==> config.mk <==
export PLATFORM = sky130hd
export DESIGN_NAME = decomp_seq_ctrl
export DESIGN_NICKNAME = d
export VERILOG_FILES = /design/src/rtl/decomp_seq_ctrl.sv
export SDC_FILE = /design/constraint.sdc
export NUM_CORES = 1
export LEC_CHECK = 0
export CAP_MARGIN = 25
export CORE_MARGIN = 3
export CORE_UTILIZATION = 52
export DETAILED_ROUTE_END_ITERATION = 10
export PLACE_DENSITY = 0.88
export SLEW_MARGIN = 10
export SYNTH_ARGS = -nofsm -noshare
export SYNTH_HDL_FRONTEND = slang
export SYNTH_SLANG_ARGS = --single-unit
export TNS_END_PERCENT = 50
==> constraint.sdc <==
create_clock -name clk -period 2.5 [get_ports clk]
set_input_delay 0.375 -clock clk [delete_from_list [all_inputs] [get_ports clk]]
set_output_delay 0.375 -clock clk [all_outputs]
set_load 0.02 [all_outputs]
==> src/rtl/decomp_seq_ctrl.sv <==
// decomp_seq_ctrl: packet sequencer that parses the primary header and meters payload words into the decompression datapath
module decomp_seq_ctrl #(
  parameter int MAX_WORDS = 1024
) (
  input  logic        clk,
  input  logic        reset,
  input  logic [31:0] s_data,
  input  logic        s_valid,
  output logic        s_ready,
  input  logic [4:0]  j,
  input  logic [4:0]  k,
  input  logic [4:0]  n,
  input  logic        dp_ready,
  output logic [31:0] dp_data,
  output logic        dp_valid,
  output logic        dp_first,
  output logic        cds_start,
  output logic        cds_end,
  output logic [4:0]  j_o,
  output logic [4:0]  k_o,
  output logic [4:0]  n_o,
  output logic [47:0] hdr_out,
  output logic        hdr_valid,
  output logic        pkt_done,
  output logic        pkt_err
);
  typedef enum logic [1:0] {IDLE, HDR1, PAYLOAD, DISCARD} state_e;
  state_e      state_q;
  logic [31:0] hdr0_q, dp_data_q;
  logic [47:0] hdr_q;
  logic [15:0] len_q, wc_q;
  logic [4:0]  cc_q, nm1_q, j_q, k_q, n_q;
  logic        dp_valid_q, dp_first_q, cds_start_q, cds_end_q, hdr_valid_q, pkt_done_q, pkt_err_q;
  logic [16:0] len1;
  logic        xfer, last;
  assign s_ready = !reset && (state_q == PAYLOAD ? dp_ready : 1'b1);
  assign xfer    = s_valid && s_ready;
  assign len1    = {1'b0, s_data[15:0]} + 17'd1;
  assign last    = wc_q == len_q;
  // n==0 means a 32-word CDS; the 5-bit n-1 wraps to 31 on its own
  always_ff @(posedge clk) begin
    if (reset) begin
      state_q     <= IDLE;
      hdr0_q      <= '0;
      hdr_q       <= '0;
      len_q       <= '0;
      wc_q        <= '0;
      cc_q        <= '0;
      nm1_q       <= '0;
      j_q         <= '0;
      k_q         <= '0;
      n_q         <= '0;
      dp_data_q   <= '0;
      dp_valid_q  <= 1'b0;
      dp_first_q  <= 1'b0;
      cds_start_q <= 1'b0;
      cds_end_q   <= 1'b0;
      hdr_valid_q <= 1'b0;
      pkt_done_q  <= 1'b0;
      pkt_err_q   <= 1'b0;
    end else begin
      dp_valid_q  <= 1'b0;
      dp_first_q  <= 1'b0;
      cds_start_q <= 1'b0;
      cds_end_q   <= 1'b0;
      hdr_valid_q <= 1'b0;
      pkt_done_q  <= 1'b0;
      pkt_err_q   <= 1'b0;
      if (xfer) begin
        case (state_q)
          IDLE: begin
            hdr0_q  <= s_data;
            state_q <= HDR1;
          end
          HDR1: begin
            hdr_q       <= {hdr0_q, s_data[31:16]};
            len_q       <= s_data[15:0];
            j_q         <= j;
            k_q         <= k;
            n_q         <= n;
            nm1_q       <= n - 5'd1;
            wc_q        <= '0;
            cc_q        <= '0;
            hdr_valid_q <= 1'b1;
            state_q     <= len1 > 17'(MAX_WORDS) ? DISCARD : PAYLOAD;
          end
          PAYLOAD: begin
            dp_data_q   <= s_data;
            dp_valid_q  <= 1'b1;
            dp_first_q  <= wc_q == '0;
            cds_start_q <= cc_q == '0;
            cds_end_q   <= cc_q == nm1_q || last;
            wc_q        <= wc_q + 16'd1;
            cc_q        <= cc_q == nm1_q ? 5'd0 : cc_q + 5'd1;
            pkt_done_q  <= last;
            state_q     <= last ? IDLE : PAYLOAD;
          end
          default: begin
            wc_q      <= wc_q + 16'd1;
            pkt_err_q <= last;
            state_q   <= last ? IDLE : DISCARD;
          end
        endcase
      end
    end
  end
  assign dp_data   = dp_data_q;
  assign dp_valid  = dp_valid_q;
  assign dp_first  = dp_first_q;
  assign cds_start = cds_start_q;
  assign cds_end   = cds_end_q;
  assign j_o       = j_q;
  assign k_o       = k_q;
  assign n_o       = n_q;
  assign hdr_out   = hdr_q;
  assign hdr_valid = hdr_valid_q;
  assign pkt_done  = pkt_done_q;
  assign pkt_err   = pkt_err_q;
endmodule

==> results of run 1 <==
==> worst max-delay path, stage by stage, from the launching register on <==
cell	delay (ns)
dfxtp_1	0.40
inv_1	0.09
ha_1	0.25
nand2b_1	0.10
and2_1	0.12
clkdlybuf4s50_1	0.59
==> worst max path at each step <==
stage / start / end / depth (start not counted)
final: state_q[0]$_SDFFE_PP0P_ / s_ready / 5
after global routing: state_q[0]$_SDFFE_PP0P_ / s_ready / 5
after CTS: state_q[0]$_SDFFE_PP0P_ / s_ready / 5
after detailed placement: s_valid / cc_q[3]$_SDFFE_PP0P_ / 4
after global placement: s_valid / cc_q[3]$_SDFFE_PP0P_ / 4
after floorplan: state_q[0]$_SDFFE_PP0P_ / cc_q[3]$_SDFFE_PP0P_ / 7
==> cell usage in the layout, fill, tap and decap left out, drive strengths merged, types with 3 or more instances in the layout <==
| cell | count |
|---|---|
| o21ai | 12 |
| a21oi | 160 |
| clkbuf | 22 |
| or3 | 12 |
| xor2 | 4 |
| nand2 | 295 |
| buf | 18 |
| o31ai | 4 |
| nand4 | 13 |
| nor4 | 5 |
| xnor2 | 23 |
| a221oi | 4 |
| inv | 18 |
| nand3 | 9 |
| nor3 | 5 |
| a211oi | 5 |
| and4 | 3 |
| bufinv | 4 |
| clkdlybuf4s50 | 152 |
| dfxtp | 178 |
| ha | 9 |
| nor2 | 10 |
| or4 | 6 |
==> per-layer routing <==
metal  vias up  track usage [%]  wire [µm]
met5         -                0          0
met3        18             10.2       1490
li1       3060                -          -
met1      2908             28.6       7210
met4         0             6.87        182
met2       164             41.9       8880
==> power groups by stage <==
stage	Clock, mW	Combinational, mW	Sequential (mW)
final	2.79	0.516	2.95
after global routing	2.95	0.563	2.96
after CTS	2.82	0.518	2.95
after detailed placement	0	0.513	3.01
after global placement	0	0.507	3.01
after floorplan	0	0.256	3.03
==> registers in the layout, summed over array words and instances (netlist names) <==
| register | cells |
|---|---|
| hdr_out | 48 |
| dp_data | 32 |
| hdr0_q | 32 |
| len_q | 16 |
| wc_q | 16 |
| cc_q | 5 |
| j_o | 5 |
| k_o | 5 |
| n_o | 5 |
| nm1_q | 5 |
| state_q | 2 |
| cds_end | 1 |
| cds_start | 1 |
| dp_first | 1 |
| dp_valid | 1 |
| hdr_valid | 1 |
| pkt_done | 1 |
| pkt_err | 1 |
==> metrics by stage <==
stage / hold WS (ns) / setup slack [ns]
3_5_place_dp: 0.445 / 0.329
6_report: 0.448 / 0.146
5_1_grt: 0.461 / 0.0155
4_1_cts: 0.451 / 0.120
2_1_floorplan: 0.432 / 0.765
3_3_place_gp: 0.437 / 0.405
==> cell type report <==
type | count | area [µm²] | share of cell area, %
clock buffers | 22 | 464 | 5.12
clock inverters | 9 | 154 | 1.70
inverters | 17 | 63.8 | 0.704
multi-input cells | 593 | 2940 | 32.4
flip-flops and latches | 178 | 3560 | 39.3
well taps | 172 | 215 | 2.37
repair buffers | 170 | 1670 | 18.4
==> cell families (layout without fill, tap and decap cells) <==
group	count (synthesis)	after routing	synth area share, %
adders and majority gates	9	9	1.65
DFF	178	178	52.2
buffers and inverters	74	218	4.73
AOI/OAI and AO/OA	190	190	14.7
muxes	1	1	0.147
xor gates and xnor gates	27	27	3.47
and+or+nand+nor	366	366	23.0
==> key figures, run 1 <==
Global routing
  – Antenna violations before repair: 0
  – Total gr overflow: 0
  – Total GRT Usage: 24.7%
  – First-pass GRT wire length: 28600 µm
  – Pin count of the biggest net entering global routing: 80
  – Vias in the first global route: 5871

Hold path
  – Hold path depth: 2
  – Worst Hold Class: reg -> reg
  – Critical hold path startpoint: hdr0_q[11]$_SDFFE_PP0P_
  – WHS Endpoint: hdr_out[27]$_SDFFE_PP0P_

CTS
  – Skew-Pair Late Insertion Delay: 0.43 ns
  – Postcts setup bufs: 0
  – Hold_buf cts: 0
  – Num CTS Buffers: 17
  – CTS tree: done
  – Clk slew on worst S/H paths: 0.06 ns
  – Post-CTS sizing: 0
  – CTS Sinks: 178
  – H-tree lvl count: 4
  – CTS max path bufs: 2
  – CTS root buf: clkbuf_16

Logic synthesis
  – Synth area leader: dfxtp_1
  – Average size of a mapped cell: 8.08 µm²
  – Most common cell in the netlist: nand2_1
  – Post-synth top area share: 52.2%
  – Yosys warns: 0
  – Top cells by count, synth: nand2_1 (295), dfxtp_1 (178), a21oi_1 (160)
  – Seq cells post-synth: 178
  – Post-synth ARST share: 0%
  – Post-synthesis sequential area ratio: 52.2%
  – Syn Std Cell Area: 6820 µm²
  – Ys flop type: dfxtp_1
  – Syn nets: 905
  – Post-synth EDFFs: 0
  – Unique masters post-synth: 39
  – Cell count after synthesis: 845
  – Synth area leaders: dfxtp_1 (52%), nand2_1 (16%), a21oi_1 (12%)

Drt
  – Final ANT Viol Nets: 0
  – Residual DRC count: 0
  – Vias: 6150
  – Via density: 5.30
  – DRT Pass-1 Iters: 4
  – WL per Instance: 15.3 µm
  – Starting DRT DRC Count: 432
  – Wirelength, routed: 17800 µm

Cells and area
  – Fin nets: 1037
  – Fillcell total: 1029
  – Post-route insts no fill: 1161
  – Layout cells sized above 1: 5.36%
  – Core Util, Final: 71.3%
  – Fin area: 9070 µm²
  – Layout area overhead: 32.9%
  – Antenna diodes: 0

Floorplan
  – Die Width: 121 µm
  – Chip height: 121 µm
  – Io pins: 154
  – Core Area: 12700 µm²
  – # rows: 41
  – Die area: 14500 µm²
  – Initial Utilization: 53.6%

Flow run
  – Max Cap Viol: 0

Pwr
  – Logic pwr share: 8.3%
  – Seq pwr share: 47.2%
  – Switching Fraction: 22.5%
  – Pwr Total: 6.25 mW
  – Pwr dens: 689 nW/µm²
  – Leak: 3.07 nW
  – Internal power: 4.84 mW
  – Clock network fraction of total power: 44.6%
  – Worst VDD drop: 0.591 mV
  – Switching pwr: 1.41 mW

STA
  – Least-Margin Pin Slew: 0.798 ns
  – Fin Setup TNS: 0 ns
  – Final Hold Viols: 0
  – Fmax: 425 MHz
  – Final setup viols: 0
  – Slew headroom: 46.8%
  – RSZ-0062 raised after global routing: no
  – Clock Skew: 0.00721 ns
  – Fin crit period: 2.35 ns
  – Final Max Tran Viols: 0
  – Fin crit share: 94.2%

Place
  – Area after DPL: 8450 µm²
  – PortBufs: 153
  – GPL Wtd Cong: 0.855
  – Hpwl dp: 11800 µm
  – Dpl cells: 1130

Worst setup path
  – Data required, critical path: 2.12 ns
  – Crit path DAT: 1.98 ns
  – R2R depth: 7
  – Kind of critical path: reg -> out
  – Critical Path End Type: output port
  – CP max FO: 5
  – Reg-to-reg startpoint: state_q[0]$_SDFFE_PP0P_
  – Crit path launch type: flop
  – R2r setup slk: 0.49 ns
  – Worst reg2reg endpoint: wc_q[3]$_SDFFE_PP0P_

Outcome
  – Status: finished, final reports clean
No activity file was read; power rests on OpenSTA's default activity.
==> run 2: changes to the inputs <==
--- a/config.mk
+++ b/config.mk
@@ -7,9 +7,10 @@
 export LEC_CHECK = 0
 export CAP_MARGIN = 25
 export CORE_MARGIN = 3
-export CORE_UTILIZATION = 52
+export CORE_UTILIZATION = 30
 export DETAILED_ROUTE_END_ITERATION = 10
-export PLACE_DENSITY = 0.88
+export PLACE_DENSITY = 0.58
+export SETUP_SLACK_MARGIN = 0.15
 export SLEW_MARGIN = 10
 export SYNTH_ARGS = -nofsm -noshare
 export SYNTH_HDL_FRONTEND = slang
==> key figures, run 2 (synthesized netlist as in run 1, its figures left out) <==
Outcome
  – Status: finished, final reports clean

Hold path
  – Critical hold path startpoint: hdr0_q[16]$_SDFFE_PP0P_
  – Worst Hold Class: reg -> reg
  – Hold path depth: 2 (unchanged)
  – WHS Endpoint: hdr_out[32]$_SDFFE_PP0P_

Place
  – Hpwl dp: 12400 µm (+5.7%)
  – PortBufs: 153 (unchanged)
  – GPL Wtd Cong: 0.780 (-8.8%)
  – Pre-CTS WS: 0.287 ns (-0.0415 ns)

CTS
  – Skew-Pair Late Insertion Delay: 0.43 ns (about the same)
  – CTS max path bufs: 2 (unchanged)
  – Hold_buf cts: 0 (unchanged)
  – Clk slew on worst S/H paths: 0.07 ns (about the same)
  – H-tree lvl count: 4 (unchanged)
  – CTS root buf: clkbuf_16
  – Num CTS Buffers: 17 (unchanged)
  – CTS tree: done
  – CTS Sinks: 178 (unchanged)

Floorplan
  – # rows: 54 (+32%)
  – Io pins: 154 (unchanged)
  – Die Width: 157 µm (+30%)
  – Die area: 24600 µm² (+69%)
  – Chip height: 157 µm (+30%)
  – Initial Utilization: 30.9% (-23 points)
  – Core Area: 22100 µm² (+74%)

STA
  – Slew headroom: 33.9% (-13 points)
  – Final setup viols: 0 (unchanged)
  – Clock Skew: 0.0123 ns (+0.00509 ns)
  – Fin crit share: 83.7% (-10 points)
  – Least-Margin Pin Slew: 0.991 ns (+0.193 ns)
  – Setup ws final: 0.408 ns (+0.262 ns)
  – Fmax: 478 MHz (+13%)
  – Fin crit period: 2.09 ns (-0.262 ns)
  – RSZ-0062 raised after global routing: no
  – Hold slack: 0.449 ns (+0.00138 ns)
  – Fin Setup TNS: 0 ns (unchanged)
  – Final Max Tran Viols: 0 (unchanged)
  – Final Hold Viols: 0 (unchanged)

Drt
  – Starting DRT DRC Count: 323 (-25%)
  – Vias: 6059 (-1.5%)
  – Via density: 4.77 (-9.9%)
  – Residual DRC count: 0 (unchanged)
  – Wirelength, routed: 19400 µm (+9.2%)
  – DRT Pass-1 Iters: 4 (unchanged)
  – WL per Instance: 15.3 µm (about the same)
  – Final ANT Viol Nets: 0 (unchanged)

Worst setup path
  – Data required, critical path: 2.12 ns (about the same)
  – R2r setup slk: 0.47 ns (-0.02 ns)
  – Kind of critical path: reg -> out
  – R2R depth: 9 (+2)
  – Reg-to-reg startpoint: state_q[0]$_SDFFE_PP0P_
  – Crit path DAT: 1.72 ns (-0.26 ns)
  – Worst reg2reg endpoint: nm1_q[1]$_SDFFE_PP0P_
  – Crit path launch type: flop
  – CP max FO: 5 (unchanged)
  – Critical Path End Type: output port

Cells and area
  – Commonest non-fill, non-tap cell in the layout: nand2_1
  – Layout area overhead: 34.3%
  – Core Util, Final: 41.5% (-30 points)
  – Number of flip-flops in the largest register: 48 (unchanged)
  – Layout cells sized above 1: 5.56% (+0.20 points)
  – Antenna diodes: 0 (unchanged)
  – Fin nets: 1036 (-0.096%)
  – Commonest non-fill, non-tap cells in the layout: nand2_1 (295), dfxtp_1 (178), a21oi_1 (160)

Pwr
  – Pwr dens: 656 nW/µm² (-4.8%)
  – Worst VDD drop: 0.441 mV (-25%)
  – Pwr Total: 6.02 mW (-3.8%)
  – Clock network fraction of total power: 42.2% (-2.4 points)
  – Seq pwr share: 49.0% (+1.8 points)
  – Switching Fraction: 26.3% (+3.8 points)
  – Internal power: 4.43 mW (-8.5%)
  – Logic pwr share: 8.9% (+0.6 points)
  – Leak: 3.05 nW (-0.78%)
  – Switching pwr: 1.58 mW (+12%)

Global routing
  – Antenna violations before repair: 0 (unchanged)
  – Vias in the first global route: 5713 (-2.7%)
  – Total GRT Usage: 15.7% (-8.9 points)
  – Total gr overflow: 0 (unchanged)
  – Pin count of the biggest net entering global routing: 90 (+13%)
  – First-pass GRT wire length: 30800 µm (+7.4%)

Flow run
  – Max Cap Viol: 0 (unchanged)
[run 2: power by group through the flow]
stage | Combinational, mW | Clock, mW | Sequential, mW
finish | 0.535 | 2.54 | 2.95
global route | 0.586 | 2.72 | 2.95
CTS | 0.542 | 2.62 | 2.95
detailed placement | 0.540 | 0 | 3.01
global placement | 0.537 | 0 | 3.01
floorplan | 0.256 | 0 | 3.03
[run 2: layer usage]
layer	vias to the layer above	part of all wire [%]	GRT usage, %	routed length [µm]
li1	3072	-	-	-
met1	2829	44	19.1	8510
met2	144	48	26.5	9400
met3	14	6.9	5.78	1330
met4	0	0.91	4.00	176
met5	-	0	0	0
[run 2: timing repair]
item / 4_1_cts / 5_1_grt
buffers inserted: 0 / 0
endpoints found under the setup margin: 1 / 0
gates resized for setup: 1 / 0
[run 2: worst max path at each step]
stage	endpoint	slack, ns	depth (start not counted)	start
4_1_cts	s_ready	0.37	5	state_q[0]$_SDFFE_PP0P_
5_1_grt	nm1_q[1]$_SDFFE_PP0P_	0.26	9	state_q[0]$_SDFFE_PP0P_
3_3_place_gp	wc_q[6]$_SDFFE_PP0P_	0.35	5	s_valid
3_5_place_dp	nm1_q[1]$_SDFFE_PP0P_	0.29	8	dp_ready
6_report	s_ready	0.41	5	state_q[0]$_SDFFE_PP0P_
2_1_floorplan	cc_q[3]$_SDFFE_PP0P_	0.77	7	state_q[0]$_SDFFE_PP0P_
[run 2: per-stage QoR]
step / cells / area [µm²]
global placement: 1237 / 8610
finish: 1269 / 9160
floorplan: 845 / 6820
global route: 1269 / 9160
CTS: 1269 / 9160
detailed placement: 1237 / 8610
[run 2: layout make-up]
class,instances,area [µm²]
timing repair buffer,169,1700
sequential,178,3560
clock inverter,14,121
multi-input combinational,593,2940
tap,280,350
clock buffer,18,429
fill,2229,12900
inverter,17,63.8
[run 2: worst max-delay path, stage by stage (launching register included)]
cell,delay (ns)
dfxtp_1,0.42
inv_1,0.09
ha_1,0.25
nand2b_1,0.10
and2_1,0.12
dlygate4sd2_1,0.33
